<file path="config.mk">
export PLATFORM = sky130hd
export DESIGN_NAME = sys_ctrl_burst
export DESIGN_NICKNAME = d
export VERILOG_FILES = /design/src/rtl/sys_ctrl_burst.sv
export SDC_FILE = /design/constraint.sdc
export NUM_CORES = 1
export LEC_CHECK = 0
export BUFFER_PORTS_ARGS = -buffer_cell sky130_fd_sc_hd__buf_2
export CAP_MARGIN = 20
export CORE_MARGIN = 2
export CORE_UTILIZATION = 50
export CTS_BUF_LIST = sky130_fd_sc_hd__clkbuf_8
export DETAILED_ROUTE_END_ITERATION = 8
export PLACE_DENSITY = 0.71
export SLEW_MARGIN = 40
export SYNTH_ARGS = -nofsm -noshare
export SYNTH_HDL_FRONTEND = slang
export SYNTH_SLANG_ARGS = --single-unit
</file>
<file path="constraint.sdc">
create_clock -name CLK -period 4.6 [get_ports CLK]
set_input_delay 0 -clock CLK [delete_from_list [all_inputs] [get_ports CLK]]
set_output_delay 0 -clock CLK [all_outputs]
set_load 0.01 [all_outputs]
</file>
<file path="src/rtl/sys_ctrl_burst.sv">
// sys_ctrl_burst: decodes UART command frames into register-file accesses and ALU launches,
// streaming read data and multi-byte ALU results into the TX FIFO with timeout and error pulses.
module sys_ctrl_burst #(
  parameter int DATA_WIDTH     = 8,
  parameter int ADDR_WIDTH     = 4,
  parameter int ALU_OUT_WIDTH  = 16,
  parameter int ALU_FUN_WIDTH  = 4,
  parameter int MAX_BURST      = 8,
  parameter int TIMEOUT_CYCLES = 1024
) (
  input  logic                     CLK,
  input  logic                     RST,
  input  logic [DATA_WIDTH-1:0]    RX_P_DATA,
  input  logic                     RX_D_VLD,
  input  logic [ALU_OUT_WIDTH-1:0] ALU_OUT,
  input  logic                     OUT_Valid,
  input  logic [DATA_WIDTH-1:0]    RdData,
  input  logic                     RdData_Valid,
  input  logic                     FIFO_FULL,
  output logic [ALU_FUN_WIDTH-1:0] ALU_FUN,
  output logic                     EN,
  output logic                     CLK_EN,
  output logic [ADDR_WIDTH-1:0]    Address,
  output logic                     WrEn,
  output logic                     RdEn,
  output logic [DATA_WIDTH-1:0]    WrData,
  output logic [DATA_WIDTH-1:0]    TX_P_DATA,
  output logic                     W_INC,
  output logic                     clk_div_en,
  output logic                     BUSY,
  output logic                     ERR
);
  localparam int NBYTES = ALU_OUT_WIDTH / DATA_WIDTH;
  localparam int ACW    = $clog2(NBYTES + 1);
  localparam int TW     = $clog2(TIMEOUT_CYCLES + 1);

  localparam logic [DATA_WIDTH-1:0] CMD_WR     = DATA_WIDTH'(8'hAA);
  localparam logic [DATA_WIDTH-1:0] CMD_RD     = DATA_WIDTH'(8'hBB);
  localparam logic [DATA_WIDTH-1:0] CMD_ALU_OP = DATA_WIDTH'(8'hCC);
  localparam logic [DATA_WIDTH-1:0] CMD_ALU    = DATA_WIDTH'(8'hDD);
  localparam logic [DATA_WIDTH-1:0] CMD_BWR    = DATA_WIDTH'(8'hEE);
  localparam logic [DATA_WIDTH-1:0] CMD_BRD    = DATA_WIDTH'(8'hFF);
  localparam logic [DATA_WIDTH-1:0] MAX_LEN    = DATA_WIDTH'(MAX_BURST);
  localparam logic [DATA_WIDTH-1:0] CNT_ONE    = DATA_WIDTH'(1);
  localparam logic [ADDR_WIDTH-1:0] ADDR_ONE   = ADDR_WIDTH'(1);
  localparam logic [ACW-1:0]        ALU_BYTES  = ACW'(NBYTES);
  localparam logic [ACW-1:0]        ACNT_ONE   = ACW'(1);
  localparam logic [TW-1:0]         TMR_LAST   = TW'(TIMEOUT_CYCLES - 1);
  localparam logic [TW-1:0]         TMR_ONE    = TW'(1);

  typedef enum logic [3:0] {
    IDLE, ADDR, LEN, WDATA, OPA, OPB, FUN, ALU_WAIT, ALU_TX, RD_REQ, RD_WAIT, RD_TX
  } state_t;

  state_t                   state_q, state_d;
  logic                     err_d, timeout_hit;
  logic [DATA_WIDTH-1:0]    cmd_q, cnt_q, rd_q;
  logic [ADDR_WIDTH-1:0]    ptr_q;
  logic [ALU_OUT_WIDTH-1:0] alu_sh_q, alu_src;
  logic [ACW-1:0]           alu_cnt_q, alu_left;
  logic [TW-1:0]            timer_q;
  logic                     rd_push, alu_push;
  logic [DATA_WIDTH-1:0]    rd_byte;

  logic [ALU_FUN_WIDTH-1:0] alu_fun_q;
  logic [ADDR_WIDTH-1:0]    addr_q;
  logic [DATA_WIDTH-1:0]    wrdata_q, tx_q;
  logic                     en_q, clk_en_q, wren_q, rden_q, winc_q, busy_q, err_q;

  // First byte of a result or read may be pushed straight from the input when the FIFO has room.
  assign rd_push  = !FIFO_FULL && ((state_q == RD_WAIT && RdData_Valid) || state_q == RD_TX);
  assign rd_byte  = (state_q == RD_WAIT) ? RdData : rd_q;
  assign alu_push = !FIFO_FULL && ((state_q == ALU_WAIT && OUT_Valid) || state_q == ALU_TX);
  assign alu_src  = (state_q == ALU_WAIT) ? ALU_OUT : alu_sh_q;
  assign alu_left = (state_q == ALU_WAIT) ? ALU_BYTES : alu_cnt_q;

  always_comb begin
    state_d = state_q;
    err_d   = 1'b0;
    case (state_q)
      IDLE: if (RX_D_VLD) begin
        if (RX_P_DATA == CMD_WR || RX_P_DATA == CMD_RD || RX_P_DATA == CMD_BWR || RX_P_DATA == CMD_BRD)
          state_d = ADDR;
        else if (RX_P_DATA == CMD_ALU_OP) state_d = OPA;
        else if (RX_P_DATA == CMD_ALU)    state_d = FUN;
        else                              err_d   = 1'b1;
      end
      ADDR: if (RX_D_VLD)
        state_d = (cmd_q == CMD_WR) ? WDATA : (cmd_q == CMD_RD) ? RD_REQ : LEN;
      LEN: if (RX_D_VLD) begin
        if (RX_P_DATA == '0) state_d = IDLE;
        else if (RX_P_DATA > MAX_LEN) begin
          state_d = IDLE;
          err_d   = 1'b1;
        end else state_d = (cmd_q == CMD_BWR) ? WDATA : RD_REQ;
      end
      WDATA:    if (RX_D_VLD && cnt_q == CNT_ONE) state_d = IDLE;
      OPA:      if (RX_D_VLD) state_d = OPB;
      OPB:      if (RX_D_VLD) state_d = FUN;
      FUN:      if (RX_D_VLD) state_d = ALU_WAIT;
      ALU_WAIT: if (OUT_Valid) state_d = (alu_push && alu_left == ACNT_ONE) ? IDLE : ALU_TX;
      ALU_TX:   if (alu_push && alu_left == ACNT_ONE) state_d = IDLE;
      RD_REQ:   state_d = RD_WAIT;
      RD_WAIT, RD_TX: begin
        if (rd_push) state_d = (cnt_q == CNT_ONE) ? IDLE : RD_REQ;
        else if (state_q == RD_WAIT && RdData_Valid) state_d = RD_TX;
      end
      default: state_d = IDLE;
    endcase
    timeout_hit = (state_q != IDLE) && (state_d == state_q) && !RX_D_VLD && !FIFO_FULL &&
                  (timer_q == TMR_LAST);
    if (timeout_hit) begin
      state_d = IDLE;
      err_d   = 1'b1;
    end
  end

  always_ff @(posedge CLK) begin
    if (RST) begin
      state_q   <= IDLE;
      cmd_q     <= '0;
      cnt_q     <= '0;
      rd_q      <= '0;
      ptr_q     <= '0;
      alu_sh_q  <= '0;
      alu_cnt_q <= '0;
      timer_q   <= '0;
      alu_fun_q <= '0;
      addr_q    <= '0;
      wrdata_q  <= '0;
      tx_q      <= '0;
      en_q      <= 1'b0;
      clk_en_q  <= 1'b0;
      wren_q    <= 1'b0;
      rden_q    <= 1'b0;
      winc_q    <= 1'b0;
      busy_q    <= 1'b0;
      err_q     <= 1'b0;
    end else begin
      state_q <= state_d;
      busy_q  <= (state_d != IDLE);
      err_q   <= err_d;
      wren_q  <= 1'b0;
      rden_q  <= 1'b0;
      en_q    <= 1'b0;
      winc_q  <= 1'b0;
      if (RX_D_VLD || state_d != state_q || state_d == IDLE) timer_q <= '0;
      else if (!FIFO_FULL) timer_q <= timer_q + TMR_ONE;

      if (timeout_hit) clk_en_q <= 1'b0;
      else begin
        case (state_q)
          IDLE: if (RX_D_VLD) begin
            cmd_q <= RX_P_DATA;
            if (RX_P_DATA == CMD_ALU_OP || RX_P_DATA == CMD_ALU) clk_en_q <= 1'b1;
          end
          ADDR: if (RX_D_VLD) begin
            ptr_q  <= RX_P_DATA[ADDR_WIDTH-1:0];
            addr_q <= RX_P_DATA[ADDR_WIDTH-1:0];
            cnt_q  <= CNT_ONE;
            if (cmd_q == CMD_RD) begin
              rden_q <= 1'b1;
              ptr_q  <= RX_P_DATA[ADDR_WIDTH-1:0] + ADDR_ONE;
            end
          end
          LEN: if (RX_D_VLD && state_d != IDLE) begin
            cnt_q <= RX_P_DATA;
            if (cmd_q == CMD_BRD) begin
              rden_q <= 1'b1;
              addr_q <= ptr_q;
              ptr_q  <= ptr_q + ADDR_ONE;
            end
          end
          WDATA: if (RX_D_VLD) begin
            wren_q   <= 1'b1;
            addr_q   <= ptr_q;
            wrdata_q <= RX_P_DATA;
            ptr_q    <= ptr_q + ADDR_ONE;
            cnt_q    <= cnt_q - CNT_ONE;
          end
          OPA, OPB: if (RX_D_VLD) begin
            wren_q   <= 1'b1;
            addr_q   <= (state_q == OPA) ? '0 : ADDR_ONE;
            wrdata_q <= RX_P_DATA;
          end
          FUN: if (RX_D_VLD) begin
            alu_fun_q <= RX_P_DATA[ALU_FUN_WIDTH-1:0];
            en_q      <= 1'b1;
          end
          ALU_WAIT, ALU_TX: begin
            if (alu_push) begin
              winc_q    <= 1'b1;
              tx_q      <= alu_src[DATA_WIDTH-1:0];
              alu_sh_q  <= alu_src >> DATA_WIDTH;
              alu_cnt_q <= alu_left - ACNT_ONE;
              if (alu_left == ACNT_ONE) clk_en_q <= 1'b0;
            end else if (state_q == ALU_WAIT && OUT_Valid) begin
              alu_sh_q  <= ALU_OUT;
              alu_cnt_q <= ALU_BYTES;
            end
          end
          RD_WAIT, RD_TX: begin
            if (state_q == RD_WAIT && RdData_Valid) rd_q <= RdData;
            if (rd_push) begin
              winc_q <= 1'b1;
              tx_q   <= rd_byte;
              cnt_q  <= cnt_q - CNT_ONE;
              if (cnt_q != CNT_ONE) begin
                rden_q <= 1'b1;
                addr_q <= ptr_q;
                ptr_q  <= ptr_q + ADDR_ONE;
              end
            end
          end
          default: ;
        endcase
      end
    end
  end

  assign ALU_FUN    = alu_fun_q;
  assign EN         = en_q;
  assign CLK_EN     = clk_en_q;
  assign Address    = addr_q;
  assign WrEn       = wren_q;
  assign RdEn       = rden_q;
  assign WrData     = wrdata_q;
  assign TX_P_DATA  = tx_q;
  assign W_INC      = winc_q;
  assign clk_div_en = 1'b1;
  assign BUSY       = busy_q;
  assign ERR        = err_q;
endmodule

</file>
==> results.txt <==
Dividing the detail-routed via count by the number of cells gives roughly 6. The internal cell power came out at around 1200 µW. The tree is rooted in a clkbuf_8.

The first global-routing pass estimated roughly 23000 µm of wire. The maximum buffer depth of the clock tree is 2. The DRC violations left is 0. The number of sinks on the clock net came out at just over 90. The setup slack at placement came out at roughly 1100 ps. The number of I/O pins is 70. After detailed routing, the met2 layer carries approximately 6400 µm of wire.

The via count of the first global-routing pass came out at about 4700. The detailed router used layers up to and including met4. After synthesis the cells add up to about 5400 µm².

In the detailed route, the total length drawn on met3 is ~890 µm. The net load switching power is approximately 450 µW. The largest total area in the synthesized netlist belongs to dfxtp_1.

Between clock sinks in the finished design, the worst skew comes to approximately 11 ps. The combinational power share is 0.147. On the final layout, the worst hold slack is roughly 22 ps. The number of rows created at floorplan is 37. In the synthesized netlist the dominant register cell turns out to be dfxtp_1. TritonCTS built the clock tree. The count of yosys warnings during synthesis came out at 0. The initial antenna violation count was 0. The share of total power consumed by net switching is 0.272. The instance count after placement with tap cells included is roughly 830. The total number of H-tree levels is 3. The finished layout holds 864 standard cells, fillers aside. The worst-case setup margin in the final layout is around 1000 ps. The count of state elements after synthesis came out at 92.

The die outline height came out at between 100 and 150 µm. VDD sags by at most between 100 and 150 µV. After synthesis, the share of flip-flops with an asynchronous set or reset is 0. Of the cells placed in the final design, the portion with a size suffix greater than 1 is 0.183. The clock latency on the worst-skew pair is 380 ps. The layout has 959 filler cells. The path category of the worst min-delay check is in2reg. The count of final max-slew check failures came out at 0. The final count of negative-setup-slack endpoints is 0. In this run the register-to-register setup slack is between 1000 and 1500 ps.

The repair_antennas step left the layout with diodes totalling 0. The final net count is between 700 and 800. The leakage power summed over all cells is 0.00248 µW. The critical path is of the reg2reg type. The run finished with clean final reports. The remaining global-route overflow came out at 0.

The detailed router put a total of 6640 µm of wire on met1. For the worst setup path, the data arrival time is 3830 ps. The areal power density over the cells came out at 267 nW/µm². The pin count of the biggest net entering global routing is 78. In the final layout, the multi-input gates occupy 3310 µm². The post-CTS setup buffer count is 0. The critical path data required time is 4830 ps. The count of routing violations after the opening detailed-route iteration came out at about 450. In the final routed layout, each cell accounts on average for about 16 µm.

The final wirelength is about 14000 µm. The combined global-route utilization of all metal layers is 0.248. The congestion estimate from routability-driven global placement came to 0.921. The area share of the largest cell type after synthesis came out at 0.340.

The die covers about 12000 µm². The number of synthesized flops with an enable pin is 0. The area added between synthesis and finish came out at 15.0%.

Setup repair after global routing left no endpoint under its margin. The core outline area is 10400 µm². The share of total power dissipated in the clock network is 0.351. The count of TritonRoute iterations in the first routing pass is 6. The share of total power dissipated in sequential elements is 0.502. The port buffer count is slightly below 70. The number of nets produced by synthesis is about 700.

The transition time of the tightest slew-check pin came out at about 760 ps. The number of max-capacitance violations reported came out at 0. The register area share after synthesis came out at 0.340. Dividing the final minimum period by the clock period gives 0.782.

The starting utilization of the core area came out at 0.520. The final sum of negative setup slack came out at 0 ps. The hold violation count in the final report is 0. The width of the die came out at between 100 and 150 µm. The final route contains 5065 vias. The number of standard cells after synthesis came out at 661. Of all nets on the critical path, the largest fanout is 22.

The register clock-pin slew on the reported worst setup and hold paths came out at ~90 ps. Counting distinct cell types in the post-synthesis netlist gives 81. The wire-length estimate of the detail-placed layout is between 9000 and 10000 µm. The kind of end point of the critical path is a register. Once detail routing completed, the nets flagged for antenna violations numbered 0. After synthesis, the cell types taking the most area are dfxtp_1, mux2i_1, nor2_1, nand2_1, a21oi_1. The normalized max-slew margin is 0.494. Timing would allow up to approximately 280 MHz. The synthesized area per cell is just over 8 µm². The final critical-path required period came out at around 3600 ps. The combined flip-flop and latch cell area is about 1800 µm². The worst setup path is launched from a register. The total CTS buffers came out at 9.
## layout by cell type (no fill, tap or decap), types with 6 or more instances in the layout
cell           count
nor3_1            18
dlygate4sd3_1     22
nand2b_1           8
dfxtp_1           91
mux2i_1           46
nor2_1            92
a211oi_1          15
ha_1               9
inv_1             11
buf_2             68
o21ai_0           11
nand2_1           85
clkbuf_8           9
and2_1             6
nand3_1           14
a21oi_1           36
nor4_2            11
buf_4             11
xor2_1             6
xnor2_1            9
a31oi_1           17
nor2b_1           16
nand4b_1          12
## registers in the layout (all words and copies together), names as in the netlist
name and flops:
WrData 8, ERR 1, Address 4, alu_cnt_q 2, cmd_q 8, alu_sh_q 16, RdEn 1, rd_q 8
timer_q 11, TX_P_DATA 8, WrEn 1, EN 1, ptr_q 4, state_q 4, BUSY 1, ALU_FUN 4
W_INC 1, CLK_EN 1, cnt_q 8
## final cells by class
class	instances	area share
inverter	10	0.00603
tap	136	0.0273
sequential	92	0.296
clock buffer	9	0.0199
multi-input combinational	509	0.531
clock inverter	6	0.0131
timing repair buffer	102	0.107
## power groups by stage
stage	sequential (µW)	clock, µW	combinational [µW]
after floorplan	846	0	164
after global placement	852	0	218
after detailed placement	853	0	223
after CTS	834	593	239
after global routing	838	629	268
final	835	585	244
## cells by family (layout without fill, tap and decap cells)
| family | Yosys count | in the layout | synth area share |
|---|---|---|---|
| compound gates | 133 | 133 | 0.182 |
| xor+xnor | 15 | 15 | 0.0243 |
| fa+ha+maj | 9 | 9 | 0.0208 |
| buf+inv | 60 | 127 | 0.0504 |
| flops | 92 | 92 | 0.340 |
| mux | 47 | 47 | 0.0869 |
| other cells | 1 | 1 | 0.000693 |
| simple gates | 304 | 304 | 0.295 |
## worst max-delay path: stages (launching register included)
cell      delay (ps)
dfxtp_1          780
nand4b_1         200
buf_4            250
and2_1           170
ha_1             230
o211ai_1         110
a32o_2           270
a211oi_2         440
nand4_2          210
o21ai_2          650
nor4_1           130
## routing by layer
layer / global-route usage / vias to the layer above
met5: 0 / -
met4: 0.0797 / 0
met3: 0.0555 / 21
met2: 0.381 / 170
met1: 0.347 / 2399
li1: - / 2475
## through the flow
stage               power (µW)  area, µm²   util
floorplan                 1010       5410      -
global placement          1070       5780  0.554
detailed placement        1080       5780  0.555
CTS                       1670       6200  0.595
global route              1730       6230  0.598
finish                    1660       6230  0.598
## what timing repair did
item	CTS	global route
hold endpoints to repair	24	0
hold buffers	22	0
gates resized for setup	0	0
setup endpoints to repair	0	0
## synthesized netlist by cell type (all sizes together), types with 3 or more instances
| cell type | number |
|---|---|
| nor3 | 19 |
| mux2i | 47 |
| xnor2 | 9 |
| dfxtp | 92 |
| clkbuf | 26 |
| a21oi | 39 |
| a211oi | 17 |
| nand2 | 86 |
| and3 | 5 |
| nor4 | 16 |
| a31oi | 17 |
| nor3b | 5 |
| a32o | 4 |
| ha | 9 |
| and2 | 6 |
| nor2 | 93 |
| nand4 | 6 |
| inv | 10 |
| nand2b | 9 |
| o21ai | 16 |
| nand4b | 12 |
| or3 | 5 |
| nor2b | 16 |
| a22oi | 4 |
| o31ai | 3 |
| buf | 24 |
| nand3 | 14 |
| a31o | 3 |
| o21a | 3 |
| a21o | 4 |
| xor2 | 6 |
## path summary, 6_finish.rpt
kind,startpoint,end,cells past startpoint
worst max register to register,state_q[3],timer_q[0],10
worst min-delay path,RX_P_DATA[3],cmd_q[3],3
worst max-delay path,state_q[3],timer_q[0],10
worst min register to register,alu_sh_q[15],alu_sh_q[15],2
No activity file was read; power rests on OpenSTA's default activity.
